[src/rtl/key_pkg.sv]
// Shared definitions for the keypad code-lock: key codes, controller states
// and the display blank nibble.
package key_pkg;

    localparam logic [3:0] KEY_BSP      = 4'd10;
    localparam logic [3:0] KEY_CLR      = 4'd11;
    localparam logic [3:0] KEY_SET      = 4'd12;
    localparam logic [3:0] KEY_ENT      = 4'd15;
    localparam logic [3:0] BLANK_NIBBLE = 4'hF;

    typedef enum logic [2:0] {
        ST_IDLE,
        ST_INPUT,
        ST_PASS,
        ST_FAIL,
        ST_LOCK
    } state_t;

    function automatic logic is_digit(input logic [3:0] key);
        return key <= 4'd9;
    endfunction

endpackage

[src/rtl/lock_timer.sv]
// Loadable down-counter shared by the pass/fail display and lockout
// intervals; done flags the final cycle of an interval.
module lock_timer #(
    parameter int WIDTH = 28
) (
    input  logic             clk,
    input  logic             rst,
    input  logic             load,
    input  logic [WIDTH-1:0] load_val,
    output logic             done
);

    logic [WIDTH-1:0] cnt;

    // NOTE: sequential state uses <= so every flop samples pre-edge values.
    always_ff @(posedge clk) begin
        if (rst)
            cnt <= '0;
        else if (load)
            cnt <= load_val;
        else if (cnt != '0)
            cnt <= cnt - 1'b1;
    end

    assign done = (cnt == '0);

endmodule

[src/rtl/key_pwd_lock.sv]
// Code-lock controller fed by the keypad scanner: digit entry with
// backspace/clear, password compare, failure lockout and password change.
module key_pwd_lock #(
    parameter int                  DIGITS    = 4,
    parameter logic [4*DIGITS-1:0] PWD_INIT  = 16'h1234,
    parameter int                  MAX_FAIL  = 3,
    parameter int                  TIME_SHOW = 50_000_000,
    parameter int                  TIME_LOCK = 250_000_000
) (
    input  logic                clk,
    input  logic                rst,
    input  logic [3:0]          key_in,
    input  logic                key_vld,
    output logic [4*DIGITS-1:0] disp_data,
    output logic [2:0]          disp_cnt,
    output logic                pwd_ok,
    output logic                pwd_err,
    output logic                locked,
    output logic                set_mode
);
    import key_pkg::*;

    localparam int W  = 4 * DIGITS;
    localparam int TW = 28;
    localparam int FW = $clog2(MAX_FAIL + 1);
    localparam logic [W-1:0]  BLANK_ALL = {DIGITS{BLANK_NIBBLE}};
    localparam logic [TW-1:0] SHOW_LD   = TW'(TIME_SHOW - 1);
    localparam logic [TW-1:0] LOCK_LD   = TW'(TIME_LOCK - 1);

    state_t        state, state_n;
    logic [W-1:0]  data_n, pwd, pwd_n;
    logic [2:0]    cnt_n;
    logic [FW-1:0] fail_cnt, fail_n;
    logic          set_n;
    logic          tmr_load, tmr_done;
    logic [TW-1:0] tmr_val;

    lock_timer #(.WIDTH(TW)) u_timer (
        .clk      (clk),
        .rst      (rst),
        .load     (tmr_load),
        .load_val (tmr_val),
        .done     (tmr_done)
    );

    // NOTE: every comb output gets a default first, so no path infers a latch.
    always_comb begin
        state_n = state;
        data_n  = disp_data;
        cnt_n   = disp_cnt;
        pwd_n   = pwd;
        fail_n  = fail_cnt;
        set_n   = set_mode;
        unique case (state)
            ST_IDLE: begin
                if (key_vld && is_digit(key_in)) begin
                    data_n  = {BLANK_ALL[W-1:4], key_in};
                    cnt_n   = 3'd1;
                    state_n = ST_INPUT;
                end
            end
            ST_INPUT: begin
                if (key_vld) begin
                    if (is_digit(key_in)) begin
                        if (disp_cnt < 3'(DIGITS)) begin
                            data_n = {disp_data[W-5:0], key_in};
                            cnt_n  = disp_cnt + 3'd1;
                        end
                    end else if (key_in == KEY_BSP) begin
                        data_n = {BLANK_NIBBLE, disp_data[W-1:4]};
                        cnt_n  = disp_cnt - 3'd1;
                        if (disp_cnt == 3'd1)
                            state_n = ST_IDLE;
                    end else if (key_in == KEY_CLR) begin
                        data_n  = BLANK_ALL;
                        cnt_n   = 3'd0;
                        state_n = ST_IDLE;
                    end else if (key_in == KEY_ENT && disp_cnt == 3'(DIGITS)) begin
                        if (set_mode) begin
                            pwd_n   = disp_data;
                            set_n   = 1'b0;
                            fail_n  = '0;
                            state_n = ST_PASS;
                        end else if (disp_data == pwd) begin
                            fail_n  = '0;
                            state_n = ST_PASS;
                        end else begin
                            fail_n  = fail_cnt + FW'(1);
                            state_n = ST_FAIL;
                        end
                    end
                end
            end
            ST_PASS: begin
                // Expiry outranks a same-cycle key.
                if (tmr_done || (key_vld && key_in == KEY_SET)) begin
                    if (!tmr_done)
                        set_n = 1'b1;
                    data_n  = BLANK_ALL;
                    cnt_n   = 3'd0;
                    state_n = ST_IDLE;
                end
            end
            ST_FAIL: begin
                if (tmr_done) begin
                    data_n  = BLANK_ALL;
                    cnt_n   = 3'd0;
                    state_n = (fail_cnt == FW'(MAX_FAIL)) ? ST_LOCK : ST_IDLE;
                end
            end
            ST_LOCK: begin
                if (tmr_done) begin
                    fail_n  = '0;
                    state_n = ST_IDLE;
                end
            end
            default: state_n = ST_IDLE;
        endcase
    end

    // Any state change reloads the timer; untimed states park it at zero.
    always_comb begin
        tmr_load = (state_n != state);
        unique case (state_n)
            ST_PASS, ST_FAIL: tmr_val = SHOW_LD;
            ST_LOCK:          tmr_val = LOCK_LD;
            default:          tmr_val = '0;
        endcase
    end

    // NOTE: the password register is a plain register, not a memory, so it
    // takes its PWD_INIT value on reset like the rest of the state.
    always_ff @(posedge clk) begin
        if (rst) begin
            state     <= ST_IDLE;
            disp_data <= BLANK_ALL;
            disp_cnt  <= 3'd0;
            pwd       <= PWD_INIT;
            fail_cnt  <= '0;
            set_mode  <= 1'b0;
            pwd_ok    <= 1'b0;
            pwd_err   <= 1'b0;
            locked    <= 1'b0;
        end else begin
            state     <= state_n;
            disp_data <= data_n;
            disp_cnt  <= cnt_n;
            pwd       <= pwd_n;
            fail_cnt  <= fail_n;
            set_mode  <= set_n;
            pwd_ok    <= (state_n == ST_PASS);
            pwd_err   <= (state_n == ST_FAIL);
            locked    <= (state_n == ST_LOCK);
        end
    end

endmodule
[config.mk]
export PLATFORM = sky130hd
export DESIGN_NAME = key_pwd_lock
export DESIGN_NICKNAME = d
export VERILOG_FILES = /design/src/rtl/key_pkg.sv /design/src/rtl/lock_timer.sv /design/src/rtl/key_pwd_lock.sv
export SDC_FILE = /design/constraint.sdc
export NUM_CORES = 1
export LEC_CHECK = 0
export CAP_MARGIN = 20
export CORE_MARGIN = 5
export CORE_UTILIZATION = 63
export CTS_CLUSTER_SIZE = 16
export DETAILED_ROUTE_END_ITERATION = 10
export PLACE_DENSITY = 0.85
export SLEW_MARGIN = 25
export SYNTH_ARGS = -nofsm -noshare
export SYNTH_HDL_FRONTEND = slang
export SYNTH_SLANG_ARGS = --single-unit
[constraint.sdc]
create_clock -name clk -period 7.8 [get_ports clk]
set_clock_uncertainty 0.15 [all_clocks]
set_input_delay 1.56 -clock clk [delete_from_list [all_inputs] [get_ports clk]]
set_output_delay 1.56 -clock clk [all_outputs]
set_load 0.1 [all_outputs]
; Word level (Yosys, flattened, before mapping)
; Index checks and enable logic that the tools add are counted.
[op_classes]
addsub = 4
n_lt_le_gt_ge = 2
n_eq_ne = 28
n_mux = 52
n_bitwise = 3
n_reduce_logical = 16
[op_table]
columns = cell, n
row1 = 2-to-1 mux 16 bit, 8
row2 = one-hot mux 16 bit (4 select lines), 1
row3 = 2-to-1 mux 3 bit, 19
row4 = 2-to-1 mux 28 bit, 2
row5 = one-hot mux 28 bit (2 select lines), 1
row6 = logical NOT 28 bit, 1
row7 = nonzero test 28 bit, 1
row8 = subtractor 28 x 1 -> 28 bit (second input constant), 1
row9 = AND reduction 7 bit, 3
row10 = != test 2 bit (second input constant), 10
row11 = equality test 16 bit, 1
row12 = equality test 4 bit (second input constant), 4
row13 = 2-to-1 mux 2 bit, 8
row14 = one-hot mux 3 bit (5 select lines), 1
row15 = equality test 3 x 2 -> 1 bit (second input constant), 4
row16 = one-hot mux 3 bit (4 select lines), 1
row17 = equality test 3 bit (second input constant), 3
row18 = 2-to-1 mux 1 bit, 9
row19 = AND reduction 8 bit, 1
row20 = equality test 3 x 1 -> 1 bit (second input constant), 2
row21 = nonzero test 2 bit, 3
row22 = <= comparator 4 bit (second input constant), 1
row23 = != test 4 bit (second input constant), 1
row24 = one-hot mux 2 bit (2 select lines), 1
row25 = 14 further kinds, 18
[totals]
register_bits = 72
in_bits = 7
output_inout_bits = 23
wordCells = 115

; Longest topological paths before layout
; Gate-level depths: netlist (run 1).
[logic_depth]
word_depth = 13
depth_mapped = 10
ltp_nobuf = 8

; Hierarchy
; From an unflattened synthesis (run 1), not the netlist that was laid out.
[hier_totals]
hier_cells = 467
area_unflattened_um2 = 4028.9
[modules_own_cells]
columns = module, instances, cells_per_inst, area_per_inst_um2, seq_area_each_um2
row1 = key_pwd_lock, 1, 273, 2376.0, 880.8
row2 = lock_timer, 1, 194, 1652.8, 560.5

; Worst setup path after synthesis (run 1)
; Ideal clock, no wire load.
[synth_path]
kind = input port to flip-flop
from = input key_in[0]
to = register u_timer.cnt[10]
setup_ps = 131
arrival_ps = 3204
required_time_ps = 7519
slack_ps = 4314
cell_stages = 7
n_path_buf = 1
cell_sequence = buf_2 nand3_1 a221oi_1 o21bai_1 a2111oi_0 xnor2_1 nor3_1
[synth_between]
elab_chain_cells = 10
elab_cells_between_ends = 20
classes_between = 1 x order compare / 5 x eq/ne / 9 x mux / 5 x reduce/logical
[synth_rtl]
columns = item, line
row1 = "start, declared", key_pwd_lock.sv:12  ; input logic [3:0] key_in,
row2 = equality test 4 bit, key_pwd_lock.sv:78  ; end else if (key_in == KEY_ENT && disp_cnt == 3'(DIGITS)) begin
row3 = logical AND 1 bit, key_pwd_lock.sv:78
row4 = 2-to-1 mux 3 bit, key_pwd_lock.sv:78
row5 = 2-to-1 mux 3 bit, key_pwd_lock.sv:74  ; end else if (key_in == KEY_CLR) begin
row6 = 2-to-1 mux 3 bit, key_pwd_lock.sv:69  ; end else if (key_in == KEY_BSP) begin
row7 = 2-to-1 mux 3 bit, key_pwd_lock.sv:64  ; if (is_digit(key_in)) begin
row8 = 2-to-1 mux 3 bit, key_pwd_lock.sv:63  ; if (key_vld) begin
row9 = one-hot mux 3 bit (5 select lines) (*), key_pwd_lock.sv:54  ; unique case (state)
row10 = != test 3 bit (*), key_pwd_lock.sv:123  ; tmr_load = (state_n != state);
row11 = 2-to-1 mux 28 bit / nonzero test 2 bit (equally long branches), n/a
row12 = "end signal, assigned", lock_timer.sv:20  ; cnt <= load_val;
row13 = "end signal, assigned", lock_timer.sv:22  ; cnt <= cnt - 1'b1;
row14 = "end, declared", lock_timer.sv:13  ; logic [WIDTH-1:0] cnt;
; Every way passes the cells marked *; elsewhere a longest branch is shown, timed or not.
; A chain may end at the register's enable or synchronous reset.

; Worst setup path after layout (run 1)
[layout_path]
from = input key_in[0]
to = register u_timer.cnt[25]
[layout_between]
elab_chain_cells = 12
elab_cells_between_ends = 25
classes_between = 1 x order compare / 8 x eq/ne / 10 x mux / 6 x reduce/logical
[layout_rtl]
columns = item, line
row1 = equality test 4 bit, key_pwd_lock.sv:78
row2 = logical AND 1 bit, key_pwd_lock.sv:78
row3 = 2-to-1 mux 3 bit, key_pwd_lock.sv:78
row4 = 2-to-1 mux 3 bit, key_pwd_lock.sv:74
row5 = 2-to-1 mux 3 bit, key_pwd_lock.sv:69
row6 = 2-to-1 mux 3 bit, key_pwd_lock.sv:64
row7 = 2-to-1 mux 3 bit, key_pwd_lock.sv:63
row8 = one-hot mux 3 bit (5 select lines) (*), key_pwd_lock.sv:54
row9 = equality test 3 x 2 -> 1 bit, key_pwd_lock.sv:124  ; unique case (state_n)
row10 = OR reduction 2 bit, key_pwd_lock.sv:124
row11 = one-hot mux 28 bit (2 select lines), key_pwd_lock.sv:124
row12 = 2-to-1 mux 28 bit, lock_timer.sv:19  ; else if (load)
; Marks and branches as above.

==> results of run 1 <==
==> registers in the layout (all words and copies together), names as in the netlist <==
signal       flops
set_mode         1
disp_data       16
pwd             16
state            3
u_timer.cnt     28
locked           1
disp_cnt         3
pwd_err          1
fail_cnt         2
pwd_ok           1
==> worst max-delay path, cell delays in order <==
cell	delay (ps)
clkdlybuf4s50_1	670
nand3_1	290
a221oi_1	450
o21bai_1	300
a21oi_2	270
o2111ai_1	430
o21ai_0	310
==> report_power, final <==
group	switching, mW	total, mW	leakage (nW)	internal [mW]
logic	0.535	0.903	0.874	0.368
registers	0.0766	0.517	0.586	0.440
clock network	0.153	0.337	0.108	0.184
==> routing by layer <==
| layer | share of wire [%] | up-vias |
|---|---|---|
| li1 | - | 1633 |
| met1 | 44 | 1619 |
| met2 | 48 | 117 |
| met3 | 5.7 | 17 |
| met4 | 2.1 | 0 |
| met5 | 0 | - |
==> stage by stage <==
stage	hold WS (ps)	total power, mW
after floorplan	294.4	1.255
after CTS	321.9	1.756
final	319.8	1.757
after global placement	301.4	1.382
after global routing	339.4	1.874
after detailed placement	313.2	1.413
==> cell type report <==
cell class                 instances  area, um^2  share of cell area [%]
timing repair buffer              30       296.5                   6.954
tap                               75       93.84                   2.201
clock inverter                     7       103.9                   2.435
inverter                           8       30.03                  0.7042
sequential                        72        1441                   33.80
clock buffer                       9       123.9                   2.905
multi-input combinational        338        2175                   51.00
==> cell usage in the layout (no fill, tap or decap), types with 7 or more instances in the layout <==
cell and n:
a21oi_1 25, nand4_1 7, clkdlybuf4s50_1 28, o31ai_1 11
inv_1 8, nand3_1 7, o21ai_0 17, a211o_1 10
xnor2_1 35, o22ai_1 8, nor2_1 45, clkbuf_8 9
dfxtp_1 72, nand2_1 45, o21bai_1 9, nor3_1 23
==> cells by family after synthesis <==
logic type / after synthesis / share of synthesized area, %
and+or+nand+nor: 175 / 24.44
AOI/OAI and AO/OA: 116 / 21.37
DFF: 72 / 38.04
xor gates and xnor gates: 37 / 8.553
buffers and inverters: 36 / 4.557
adders and majority gates: 6 / 1.981
muxes: 4 / 1.057
==> final timing paths <==
check	from	end	cells after the start
worst max-delay path	key_in[0]	u_timer.cnt[25]	7
worst min-delay path	pwd[1]	pwd[1]	2
worst max register to register	u_timer.cnt[0]	u_timer.cnt[25]	8
worst min register to register	pwd[1]	pwd[1]	2
==> impl_metrics.csv, run 1 <==
group,metric,value,unit
clocking,clk_pin_slew_worst_paths,80,ps
synth,ys_seq_area_share,38.04,%
synth,yosysTopAreaCellShare,38.04,%
floorplan,die_h,87.55,um
power,leakagePower,1.568,nW
finish,finish.instance_area,4264,um^2
drt,via_per_inst,6.282,
drt,via_count,3386,
drt,wl_per_cell,17.34,um
placed_design,postPlaceCellArea,4036,um^2
worst_setup_path,worst-endpoint-arrival,4280,ps
grt,grt_usage,26.35,%
synth,synth_fp_nets,459,
finish,area_growth,12.55,%
worst_setup_path,startpoint_type,"primary input",
clocking,cts_num_sinks,72,
sta,period_share,53.33,%
worst_hold_path,min_path_type,"reg2reg",
synth,synthTopCellsByCount,"dfxtp_1 (72), nand2_1 (45), nor2_1 (45)",
drt,antenna_left,0,
grt,grt_pass1_wl,16.04,mm
grt,grt_pass1_vias,3258,
power,power_density,412.0,nW/um^2
grt,grtUsageMet2,42.74,%
floorplan,top_level_ports,30,
synth,synth-edff-count,0,
worst_setup_path,path_class,"in2reg",
drt,drt_iter0_markers,268,
placed_design,dp.cells,523,
placed_design,hpwlAfterDp,6.414,mm
finish,fin_nets,472,
sta,fmax,240.4,MHz
finish,antenna_cells,0,
sta,setup_violations,0,
synth,synth_ff_type,"dfxtp_1",
clocking,root_buffer,"clkbuf_8",
synth,synth_area_leaders,"dfxtp_1 (38%), xnor2_1 (8.1%), nand2_1 (4.5%), nor2_1 (4.5%), a21oi_1 (3.3%)",
clocking,cts_setup_buffers,0,
synth,ys_types,62,
floorplan,core,5886,um^2
grt,gr-total-overflow,0,
sta,timing.final.max_slew_violations,0,
synth,synth_most_common_cell,"dfxtp_1",
sta,setup-tns-final,0,ps
finish,final_cells,539,
floorplan,row_count,28,
clocking,cts_max_level,3,
clocking,cts_tree,"built",
clocking,cts_hold_buf,0,
drt,drc_errors,0,
synth,syn_inst,446,
synth,ys_warn_count,0,
clocking,insertion_delay,350,ps
synth,yosysTopAreaCell,"dfxtp_1",
drt,postRouteWirelength,9.345,mm
grt,grtUsageMet3,3.669,%
worst_setup_path,crit_fanout,11,
worst_setup_path,required,7920,ps
drt,dr.pass1.iters,5,
synth,syn_avg_cell_area,8.495,um^2
sta,worst_pin_slew,999.7,ps
placed_design,gp_congestion,0.9026,
finish,final_util,72.45,%
sta,period_minus_slack,4160,ps
floorplan,dieArea,7665,um^2
worst_setup_path,rrSetupSlack,4450,ps
finish,num-fill-cells,474,
worst_setup_path,critPathCaptureType,"register",
run,max-cap-violations,0,
placed_design,port_buffers,29,
clocking,clockBufferDepth,2,
grt,grt_max_degree,56,
clocking,cts_made_buffers,9,
placed_design,dp_slack,3288,ps
synth,mappedNetlistArea,3789,um^2
sta,hold_viol,0,
sta,slew_headroom,33.14,%
grt,grt.busiest_layer,"met2",
grt,antenna_found_initial,0,
run_status,status,"completed",
finish,drive_gt1_share,7.112,%
grt,use_met1,35.01,%
floorplan,die_x,87.55,um
sta,rsz0062_at_grt,"no",
sta,setup_slack,3640,ps
clocking,ctsResizeCount,0,
synth,ys_async_sr_fraction,0,%
synth,synth_seq_cells,72,
floorplan,initial_utilization,64.37,%
power,vdd_drop_max,0.0003502,V
Note: power is estimated with default switching activity, not from simulation.
==> inputs of run 2 (changes only) <==
Settings changed: CORE_UTILIZATION 63 to 58, PLACE_DENSITY 0.85 to 0.79.
Clock period 7.8 ns to 4 ns, I/O delays scaled along.
==> run 2 against run 1 <==
- die area up 7.6%
- via count up 0.41%
- core utilization down 4.0 points
- final area up 2.0%
- register-to-register slack worse by 3600 ps
- sequential share of layout area down 0.66 points
- total power up 98%
- non-clock buffer count up 12
- worst setup slack worse by 3100 ps
- worst hold slack better by 0.52 ps
- wire length up 1.9%
- global-route usage down 3.5 points
- critical path type unchanged
- highest routed layer unchanged
==> impl_metrics.csv, run 2 (same netlist as run 1, synthesis figures left out) <==
group,metric,value,unit
finish,drive_gt1_share,9.454,%
sta,worst_pin_slew,989.5,ps
sta,fmax,291.7,MHz
grt,gr-total-overflow,0,
floorplan,die_h,90.82,um
clocking,insertion_delay,350,ps
sta,slew_headroom,33.83,%
clocking,clockBufferDepth,2,
placed_design,dp.cells,537,
clocking,root_buffer,"clkbuf_8",
worst_setup_path,reg2reg_depth,10,
floorplan,core,6350,um^2
clocking,cts_tree,"built",
run,max-cap-violations,0,
floorplan,dieArea,8248,um^2
drt,wl_met2,4.691,mm
floorplan,initial_utilization,59.67,%
worst_setup_path,rrSetupSlack,840,ps
clocking,cts_made_buffers,9,
worst_setup_path,critPathCaptureType,"register",
floorplan,row_count,29,
floorplan,top_level_ports,30,
drt,drc_errors,0,
finish,top_regs,"u_timer.cnt x28, disp_data x16, pwd x16",
worst_setup_path,worst_path_max_delay_cell,"clkdlybuf4s50_1",
power,power.share.clock,18.2,%
grt,grt_max_degree,30,
grt,grt_pass1_vias,3249,
finish,area_growth,14.80,%
grt,grt_usage,22.85,%
drt,via_per_inst,6.148,
finish,final_common_cell,"dfxtp_1",
worst_setup_path,worst-endpoint-arrival,3530,ps
finish,largest_register_ffs,28,
worst_setup_path,crit_chain,"clkdlybuf4s50_1 > nand3_1 > a221oi_1 > o21bai_1 > a21oi_2 > o2111ai_1 > o21ai_0",
power,p_comb_share,52.8,%
placed_design,hpwlAfterDp,6.537,mm
worst_setup_path,timing.rr.start,"u_timer.cnt[0]",
finish,num-fill-cells,526,
finish,antenna_cells,0,
drt,wl_per_cell,17.23,um
clocking,clk_pin_slew_worst_paths,90,ps
drt,wl_met1,4.211,mm
sta,hold_viol,0,
placed_design,dp_slack,245.2,ps
grt,antenna_found_initial,0,
clocking,cts_max_level,3,
power,power_switching,1.487,mW
finish,fin_nets,484,
power,swShare,42.73,%
finish,layout_common_cells,"dfxtp_1 (72), nor2_1 (45), nand2_1 (45)",
sta,setup_slack,572.4,ps
clocking,cts_hold_buf,0,
drt,met3WireLength,511,um
worst_setup_path,r2r-end,"u_timer.cnt[17]",
power,intPower,1.993,mW
power,vdd_drop_max,0.0007716,V
sta,setup-tns-final,0,ps
finish,largest_register,"u_timer.cnt",
sta,timing.final.max_slew_violations,0,
drt,antenna_left,0,
drt,dr.pass1.iters,4,
floorplan,die_x,90.82,um
grt,grt_pass1_wl,15.68,mm
worst_setup_path,cp-startpoint,"key_in[0]",
placed_design,gp_congestion,0.9457,
worst_hold_path,min_path_type,"reg2reg",
sta,rsz0062_at_grt,"no",
worst_setup_path,startpoint_type,"primary input",
placed_design,port_buffers,29,
run_status,status,"completed",
worst_setup_path,path_class,"in2reg",
clocking,cts_setup_buffers,0,
drt,drt_iter0_markers,187,
worst_setup_path,crit_fanout,11,
power,seq_power_share,29.0,%
worst_setup_path,required,4100,ps
sta,setup_violations,0,
worst_setup_path,critPathMaxStageDelay,620,ps
worst_setup_path,cp-endpoint,"u_timer.cnt[17]",
power,power_density,800.3,nW/um^2
clocking,cts_num_sinks,72,
sta,period_minus_slack,3428,ps
drt,postRouteWirelength,9.526,mm
sta,period_share,85.69,%
finish,final_cells,553,
power,leakagePower,1.620,nW
drt,via_count,3400,
power,p_total,3.481,mW
drt,top_layer,"met4",
clocking,ctsResizeCount,0,
==> run 2: changes by cell type in the layout (fill, tap and decap cells not counted) <==
cell	before	now
clkinv_2	0	1
clkinvlp_4	2	3
buf_4	0	12
inv_6	1	0
inv_8	1	0
==> run 2: area by class of cell <==
class	instances	area, um^2	share of cell area [%]
Tap cell	77	96.34	2.215
Sequential cell	72	1441	33.14
Clock buffer	9	123.9	2.848
Inverter	8	30.03	0.6904
Clock inverter	7	96.34	2.215
Timing Repair Buffer	42	386.6	8.890
Multi-Input combinational cell	338	2175	50.00
==> run 2: how the worst min path moves through the flow <==
stage / start / endpoint / cells past startpoint
6_report: pwd[0] / pwd[0] / 2
4_1_cts: pwd[13] / pwd[13] / 2
2_1_floorplan: pwd[10] / pwd[10] / 2
3_3_place_gp: pwd[10] / pwd[10] / 2
3_5_place_dp: pwd[8] / pwd[8] / 2
5_1_grt: pwd[8] / pwd[8] / 2
==> run 2: power groups by stage <==
stage	Combinational [mW]	Clock (mW)	Sequential, mW
floorplan	1.39	0	1.06
global placement	1.75	0	1.01
detailed placement	1.81	0	1.02
CTS	1.83	0.643	1.01
global route	2.02	0.681	1.03
finish	1.84	0.634	1.01
==> run 2: critical path, delay by kind of cell <==
family          cells  cell delay [ps]
compound gates      5             1820
buf+inv             1              620
simple gates        1              280
==> run 2: through the flow <==
stage / cell area, um^2 / hold slack [ps] / util (%)
2_1_floorplan: 3789 / 294.4 / -
3_3_place_gp: 4118 / 300.6 / 64.85
3_5_place_dp: 4129 / 309.9 / 65.02
4_1_cts: 4349 / 321.3 / 68.49
5_1_grt: 4349 / 340.7 / 68.49
6_report: 4349 / 320.3 / 68.49
==> run 2: routing by layer <==
layer / up-vias / track usage [%]
met5: - / 0
met3: 11 / 6.833
met1: 1635 / 28.78
li1: 1654 / -
met2: 100 / 38.26
met4: 0 / 5.501
==> inputs of run 3 (changes only) <==
Settings changed: CELL_PAD_IN_SITES_DETAIL_PLACEMENT from default to 0, CELL_PAD_IN_SITES_GLOBAL_PLACEMENT from default to 1, CORE_UTILIZATION 58 to 44, PLACE_DENSITY 0.79 to default, PLACE_DENSITY_LB_ADDON from default to 0.1.
==> run 3 against run 2 <==
- via count down 3.9%
- sequential cell count unchanged
- clock-buffer cell count unchanged
- global-route usage down 3.5 points
- final cell count up 4.2%
==> impl_metrics.csv, run 3 (same netlist as run 1, synthesis figures left out) <==
group,metric,value,unit
drt,drc_errors,0,
finish,area_growth,14.30,%
worst_setup_path,path_class,"in2reg",
worst_setup_path,worst-endpoint-arrival,3430,ps
clocking,insertion_delay,350,ps
placed_design,gp_congestion,0.8130,
sta,period_share,83.84,%
worst_setup_path,startpoint_type,"primary input",
sta,worst_pin_slew,979.6,ps
sta,rsz0062_at_grt,"no",
worst_setup_path,crit_fanout,8,
run_status,status,"completed",
sta,setup_violations,0,
finish,final_common_cell,"dfxtp_1",
finish,largest_register,"u_timer.cnt",
grt,grt_max_degree,31,
worst_hold_path,hold_start,"pwd[3]",
finish,top_regs,"u_timer.cnt x28, disp_data x16, pwd x16",
worst_setup_path,r2r-end,"u_timer.cnt[20]",
worst_setup_path,reg2reg_depth,9,
power,power_density,772.4,nW/um^2
sta,period_minus_slack,3354,ps
sta,timing.final.max_slew_violations,0,
clocking,cts_hold_buf,0,
floorplan,top_level_ports,30,
worst_hold_path,min_to,"pwd[3]",
drt,antenna_left,0,
worst_setup_path,critPathCaptureType,"register",
floorplan,initial_utilization,45.65,%
drt,dr.pass1.iters,4,
grt,gr-total-overflow,0,
worst_hold_path,hold_depth,2,
finish,drive_gt1_share,8.493,%
grt,antenna_found_initial,0,
power,vdd_drop_max,0.0002924,V
sta,hold_viol,0,
sta,setup-tns-final,0,ps
sta,whs,319.0,ps
clocking,root_buffer,"clkbuf_8",
worst_setup_path,rrSetupSlack,900,ps
finish,fin_nets,479,
sta,fmax,298.2,MHz
drt,drt_iter0_markers,156,
drt,via_count,3269,
finish,antenna_cells,0,
clocking,clk_pin_slew_worst_paths,80,ps
worst_setup_path,required,4070,ps
drt,via_per_inst,5.675,
grt,grt_pass1_vias,3147,
placed_design,port_buffers,29,
floorplan,row_count,33,
worst_setup_path,timing.rr.start,"u_timer.cnt[0]",
clocking,cts_setup_buffers,0,
clocking,cts_num_sinks,72,
power,leakagePower,1.589,nW
worst_hold_path,min_path_type,"reg2reg",
sta,slew_headroom,34.49,%
clocking,cts_max_level,3,
clocking,cts_made_buffers,9,
clocking,ctsResizeCount,0,
drt,postRouteWirelength,9.684,mm
floorplan,die_h,102.8,um
floorplan,die_x,102.8,um
grt,grt_pass1_wl,16.09,mm
clocking,clockBufferDepth,2,
floorplan,dieArea,10570,um^2
clocking,cts_tree,"built",
drt,wl_per_cell,16.81,um
grt,grt_usage,19.38,%
run,max-cap-violations,0,
finish,largest_register_ffs,28,
floorplan,core,8299,um^2
finish,layout_common_cells,"dfxtp_1 (72), nor2_1 (45), nand2_1 (45)",
placed_design,hpwlAfterDp,6.599,mm
==> run 3: cell type report <==
class / instances / area (um^2)
Timing Repair Buffer: 37 / 357.8
Multi-Input combinational cell: 338 / 2175
Clock inverter: 7 / 71.32
Fill cell: 784 / 3969
Inverter: 8 / 30.03
Clock buffer: 9 / 123.9
Tap cell: 105 / 131.4
Sequential cell: 72 / 1441
==> run 3: metrics by stage <==
stage	worst slack (ps)	cell area, um^2	std cells	utilization, %	power [mW]
global route	480.4	4330	576	52.18	3.603
CTS	750.6	4330	576	52.18	3.370
floorplan	1073	3789	446	-	2.447
global placement	509.0	4135	560	49.83	2.748
detailed placement	400.3	4135	560	49.83	2.774
finish	646.4	4330	576	52.18	3.345
==> run 3: per-layer routing <==
layer / GRT usage, % / vias up / part of all wire, %
li1: - / 1642 / -
met1: 25.91 / 1564 / 48
met2: 31.63 / 54 / 48
met3: 5.074 / 9 / 3.4
met4: 4.183 / 0 / 0.98
met5: 0 / - / 0
==> run 3: where the power goes <==
part	switching, mW	internal (mW)	leakage [nW]
Combinational	1.02	0.738	0.911
Clock	0.294	0.288	0.0916
Sequential	0.149	0.858	0.586
==> run 3: critical path, stage by stage <==
cell and delay [ps]:
clkdlybuf4s50_1 670, nand3_1 290, a221oi_1 480, o21bai_1 330
a2111oi_0 600, xnor2_1 190, nor3_1 60
==> run 3: worst max path at each step <==
| stage | from | end | slack, ps | cells past startpoint |
|---|---|---|---|---|
| 2_1_floorplan | disp_cnt[2] | u_timer.cnt[10] | 1070 | 6 |
| 4_1_cts | key_in[0] | u_timer.cnt[10] | 750 | 7 |
| 3_5_place_dp | key_in[0] | u_timer.cnt[10] | 400 | 7 |
| 6_report | key_in[0] | u_timer.cnt[10] | 650 | 7 |
| 5_1_grt | key_in[0] | u_timer.cnt[10] | 480 | 7 |
| 3_3_place_gp | key_in[0] | u_timer.cnt[10] | 510 | 7 |
